File: src/rtl/mem_arbiter.sv
// Round-robin arbiter sharing one word-granular memory port between IC and DC, one read outstanding.
// Optional `MEM_ARB_LINE_LOCK_EN keeps a read owner locked for a 4-word line fill.
module mem_arbiter #(
  parameter logic RST_PRI = 1'b0
) (
  input  logic        i_clk,
  input  logic        i_rst,
  input  logic [31:0] i_ic_addr,
  input  logic        i_ic_ren,
  input  logic        i_ic_wen,
  input  logic [31:0] i_ic_wdata,
  output logic        o_ic_ready,
  output logic [31:0] o_ic_rdata,
  output logic        o_ic_valid,
  input  logic [31:0] i_dc_addr,
  input  logic        i_dc_ren,
  input  logic        i_dc_wen,
  input  logic [31:0] i_dc_wdata,
  output logic        o_dc_ready,
  output logic [31:0] o_dc_rdata,
  output logic        o_dc_valid,
  input  logic        i_mem_ready,
  output logic [31:0] o_mem_addr,
  output logic        o_mem_ren,
  output logic        o_mem_wen,
  output logic [31:0] o_mem_wdata,
  input  logic [31:0] i_mem_rdata,
  input  logic        i_mem_valid
);

  typedef enum logic [0:0] {S_IDLE = 1'b0, S_RD_WAIT = 1'b1} state_e;

  state_e state_q, state_d;
  logic   owner_q, owner_d;
  logic   pri_q, pri_d;
  logic   ic_req_s, dc_req_s;
  logic   win_vld_s, win_dc_s, win_ren_s, win_wen_s, accept_s;
  logic   lock_act_s, lock_dc_s, lock_zero_s;

`ifdef MEM_ARB_LINE_LOCK_EN
  logic [1:0] lock_cnt_q, lock_cnt_d, cnt_eff_s;
  logic       lock_dc_q, lock_dc_d, p_req_s;

  assign lock_act_s  = (lock_cnt_q != 2'd0);
  assign lock_dc_s   = lock_dc_q;
  assign lock_zero_s = (lock_cnt_q == 2'd0);

  // An idle cycle without a request from the lock owner releases the lock before the accept is judged.
  always_comb begin
    p_req_s    = lock_dc_q ? dc_req_s : ic_req_s;
    cnt_eff_s  = lock_cnt_q;
    lock_cnt_d = lock_cnt_q;
    lock_dc_d  = lock_dc_q;
    if (state_q == S_IDLE) begin
      if (!p_req_s) begin
        cnt_eff_s = 2'd0;
      end else begin
        cnt_eff_s = lock_cnt_q;
      end
      if (accept_s && win_ren_s) begin
        if (cnt_eff_s == 2'd0) begin
          lock_cnt_d = 2'd3;
          lock_dc_d  = win_dc_s;
        end else begin
          lock_cnt_d = cnt_eff_s - 2'd1;
        end
      end else if (accept_s) begin
        lock_cnt_d = 2'd0;
      end else begin
        lock_cnt_d = cnt_eff_s;
      end
    end else begin
      lock_cnt_d = lock_cnt_q;
    end
  end

  always_ff @(posedge i_clk or posedge i_rst) begin
    if (i_rst) begin
      lock_cnt_q <= 2'd0;
      lock_dc_q  <= 1'b0;
    end else begin
      lock_cnt_q <= lock_cnt_d;
      lock_dc_q  <= lock_dc_d;
    end
  end
`else
  assign lock_act_s  = 1'b0;
  assign lock_dc_s   = 1'b0;
  assign lock_zero_s = 1'b1;
`endif

  // Winner selection; a port driving ren and wen together is treated as a read.
  always_comb begin
    ic_req_s  = i_ic_ren | i_ic_wen;
    dc_req_s  = i_dc_ren | i_dc_wen;
    win_vld_s = 1'b0;
    win_dc_s  = 1'b0;
    if (state_q == S_IDLE) begin
      win_vld_s = ic_req_s | dc_req_s;
      if (ic_req_s && dc_req_s) begin
        win_dc_s = lock_act_s ? lock_dc_s : pri_q;
      end else begin
        win_dc_s = dc_req_s;
      end
    end else begin
      win_vld_s = 1'b0;
    end
    win_ren_s = win_dc_s ? i_dc_ren : i_ic_ren;
    win_wen_s = (win_dc_s ? i_dc_wen : i_ic_wen) & ~win_ren_s;
    accept_s  = win_vld_s & i_mem_ready;
  end

  assign o_mem_addr  = win_dc_s ? i_dc_addr : i_ic_addr;
  assign o_mem_wdata = win_dc_s ? i_dc_wdata : i_ic_wdata;
  assign o_mem_ren   = win_vld_s & win_ren_s & ~i_rst;
  assign o_mem_wen   = win_vld_s & win_wen_s & ~i_rst;
  assign o_ic_ready  = win_vld_s & ~win_dc_s & i_mem_ready & ~i_rst;
  assign o_dc_ready  = win_vld_s & win_dc_s & i_mem_ready & ~i_rst;
  assign o_ic_rdata  = i_mem_rdata;
  assign o_dc_rdata  = i_mem_rdata;
  assign o_ic_valid  = (state_q == S_RD_WAIT) & ~owner_q & i_mem_valid & ~i_rst;
  assign o_dc_valid  = (state_q == S_RD_WAIT) & owner_q & i_mem_valid & ~i_rst;

  // Next-state logic: priority flips only once a lock (if any) has run down.
  always_comb begin
    state_d = state_q;
    owner_d = owner_q;
    pri_d   = pri_q;
    case (state_q)
      S_IDLE: begin
        if (accept_s && win_ren_s) begin
          state_d = S_RD_WAIT;
          owner_d = win_dc_s;
        end else if (accept_s) begin
          pri_d = ~win_dc_s;
        end else begin
          state_d = S_IDLE;
        end
      end
      S_RD_WAIT: begin
        if (i_mem_valid) begin
          state_d = S_IDLE;
          if (lock_zero_s) begin
            pri_d = ~owner_q;
          end else begin
            pri_d = pri_q;
          end
        end else begin
          state_d = S_RD_WAIT;
        end
      end
      default: begin
        state_d = S_IDLE;
      end
    endcase
  end

  always_ff @(posedge i_clk or posedge i_rst) begin
    if (i_rst) begin
      state_q <= S_IDLE;
      owner_q <= 1'b0;
      pri_q   <= RST_PRI;
    end else begin
      state_q <= state_d;
      owner_q <= owner_d;
      pri_q   <= pri_d;
    end
  end

endmodule

File: config.mk
export PLATFORM = sky130hd
export DESIGN_NAME = mem_arbiter
export DESIGN_NICKNAME = d
export VERILOG_FILES = /design/src/rtl/mem_arbiter.sv
export SDC_FILE = /design/constraint.sdc
export NUM_CORES = 1
export LEC_CHECK = 0
export CAP_MARGIN = 40
export CORE_AREA = 2 2 118 120
export CTS_CLUSTER_DIAMETER = 80
export DETAILED_ROUTE_END_ITERATION = 8
export DIE_AREA = 0 0 120 122
export MAX_ROUTING_LAYER = met4
export PLACE_DENSITY = 0.61
export REMOVE_ABC_BUFFERS = 1
export SLEW_MARGIN = 20
export SYNTH_ARGS = -nofsm -noshare
export SYNTH_HDL_FRONTEND = slang
export SYNTH_SLANG_ARGS = --single-unit
File: constraint.sdc
create_clock -name i_clk -period 1.8 [get_ports i_clk]
set_input_delay 0.18 -clock i_clk [delete_from_list [all_inputs] [get_ports i_clk]]
set_output_delay 0.18 -clock i_clk [all_outputs]
set_load 0.02 [all_outputs]
==> reports/results.ini <==
[routing]
dr.pass1.iters = 6
dr_wl_met2_um = 5830
wl_um = 13100
top_layer = met4
wl_met3_um = 2870
drt_iter0_drc = 77
vias_per_cell = 3.98
wl_per_cell_um = 24.9
antenna_left = 0
drcViolationCount = 0
wl_met1_um = 4260
vias = 2087

[timing]
tightest_slew_ns = 0.348
fmax_mhz = 498
timing.final.ws_setup_ns = -0.206
fin_tns_setup_ns = -9.01
hold_ws_ns = 0.360
drv_slew = 0
rsz0062_at_grt = yes
clock_skew_ns = 0.000972
slew-limit-headroom_pct = 76.6
hold_violations = 0
setup_viol = 65
min_period_ns = 2.01
min_period_over_period_pct = 111

[layout]
area_delta_synth_final_pct = 169
nets = 514
drive_gt1_share_pct = 51.9
diodes = 0
fillers = 1431

[clock_network]
htreeDepth = 1
cts_made_buffers = 3
clk-insertion-delay-late_ns = 0.22
cts.clk_slew.worst_paths_ns = 0.03
ctsHoldBuffers = 0
clock_path_buffers = 2
cts.sinks = 3
cts_tree = yes
cts-root-buf = clkbuf_16

[grt]
antenna_found_initial = 0
grt_max_degree = 11
grt_first_pass_wirelength_um = 16900
track_usage_pct = 17.1
grt-ovfl-total = 0
grt_pass1_vias = 2357

[critical_path]
reg2reg_to = state_q
worstPathMaxFanout = 9
path_cells = nor3_4 -> buf_12 -> buf_12 -> buf_4 -> mux2_1 -> buf_2
cp-startpoint = state_q
arrival_ns = 1.83
critPathLaunchType = flop
required_ns = 1.62
r2r_cells = 7
rrSetupSlack_ns = 0.36
worstReg2RegStart = pri_q
path_common_cell = buf_12
critPathMaxStageDelay_ns = 0.42
cpMaxStageDelayCell = dfrtp_1
crit_path_end_kind = primary output
path_class = flop to primary output

[logic_synthesis]
netlist_instances = 171
synthDominantCellAreaShare_pct = 31.8
synth_cell_type_count = 28
ys_seq_area_share_pct = 4.89
synth.ff_latch_count = 3
synth_warnings = 0
synth_edf_count = 0
synthFlopType = dfrtp_1
syn_area_per_cell_um2 = 8.97
async_flop_share_pct = 100
synth_area_leaders = buf_4 32%, mux2_2 27%, mux2_1 20%
post-synth-top-area-cell = buf_4
synth_area_um2 = 1530

[run_status]
status = complete, but fails checks
violations = negative setup slack

[hold_path]
whs_path_depth = 0
hold_end = o_dc_rdata[3]
hp-class = primary input to primary output
hold_path_startpoint = i_mem_rdata[3]

[floorplanning]
start_util_pct = 11.4
fp.dieW_um = 120
die_area_um2 = 14600
top_level_ports = 302
die_h_um = 122
core_um2 = 13500
fp-row-count = 43

[flow_run]
cap_violations = 0

[placed_design]
gp_congestion = 0.980
dpl.hpwl_um = 11100
numPortBuffers = 205

[power_and_ir_drop]
vdd_drop_max_uv = 447
power_leakage_uw = 0.00183
cellPowerDensity_nw_per_um2 = 955
p_total_uw = 3940

## critical path: cells and delay by family (launching register included)
kind	cells	cell delay [ns]
and+or+nand+nor	1	0.24
DFF	1	0.42
muxes	1	0.33
buffers and inverters	4	0.61
## registers in the layout, indices dropped and copies added, names as in the netlist
register and cells:
owner_q 1, pri_q 1, state_q 1
## kinds of logic after synthesis
kind of cell	synth area share, %
AOI/OAI and AO/OA	3.59
and+or+nand+nor	8.81
buffers and inverters	35.7
DFF	4.89
muxes	47.0
## synth_stat cells (all sizes together), types with 2 or more instances
cell type / number
inv: 2
a21oi: 2
dfrtp: 3
nand2: 2
and3: 2
nor2: 6
buf: 71
nor2b: 3
nor3: 2
mux2: 64
## cell usage in the layout (no fill, tap or decap), types with 2 or more instances in the layout
cell,instances
mux2_4,57
dfrtp_1,3
buf_4,20
mux2_2,5
buf_16,4
buf_12,6
buf_6,67
buf_8,2
mux2_1,2
nor2b_1,3
clkbuf_16,4
buf_2,5
a21oi_1,2
nand2_1,2
dlygate4sd2_1,5
nor2_1,6
clkdlybuf4s50_1,131
## power breakdown
part	leakage, uW	internal, uW	switching, uW
registers	0.0000371	90.0	21.3
logic	0.00176	2090	1380
clock network	0.0000382	292	57.4
## what timing repair did
item | in CTS | in global routing
gates cloned | 4 | 1
gates resized for setup | 449 | 39
pin swaps | 2 | 1
setup endpoints to repair | 70 | 69
setup buffers | 7 | 2
## layer usage
metal  track usage [%]  vias to the layer above
met5                 -                        -
met2              26.9                      244
met3              16.0                       10
li1                  -                      877
met1              15.6                      956
met4              2.50                        0
## worst max path at each step
stage                                 end  depth (start not counted)
after global placement    o_mem_wdata[23]                          7
after CTS                   o_mem_addr[7]                          8
final                      o_mem_wdata[2]                          6
after floorplan             o_mem_addr[0]                          3
after detailed placement  o_mem_wdata[23]                          7
after global routing       o_mem_wdata[2]                          7
## cell type report
type	instances	area (um2)	share of cell area [%]
sequential	3	75.1	1.82
multi-input combinational	94	1160	28.1
clock buffer	4	78.8	1.91
tap	180	225	5.46
inverter	2	7.51	0.182
timing repair buffer	242	2570	62.5
## per-stage QoR
| step | setup WS (ns) | utilization (%) | instance area (um2) | std cells |
|---|---|---|---|---|
| 6_report | -0.206 | 30.5 | 4120 | 525 |
| 5_1_grt | -0.263 | 30.5 | 4120 | 525 |
| 4_1_cts | -0.209 | 29.3 | 3960 | 522 |
| 3_5_place_dp | -0.762 | 25.7 | 3470 | 507 |
| 3_3_place_gp | -0.746 | 25.7 | 3470 | 507 |
| 2_1_floorplan | -1.07 | - | 993 | 99 |
Power figures use the tool's default switching activity.
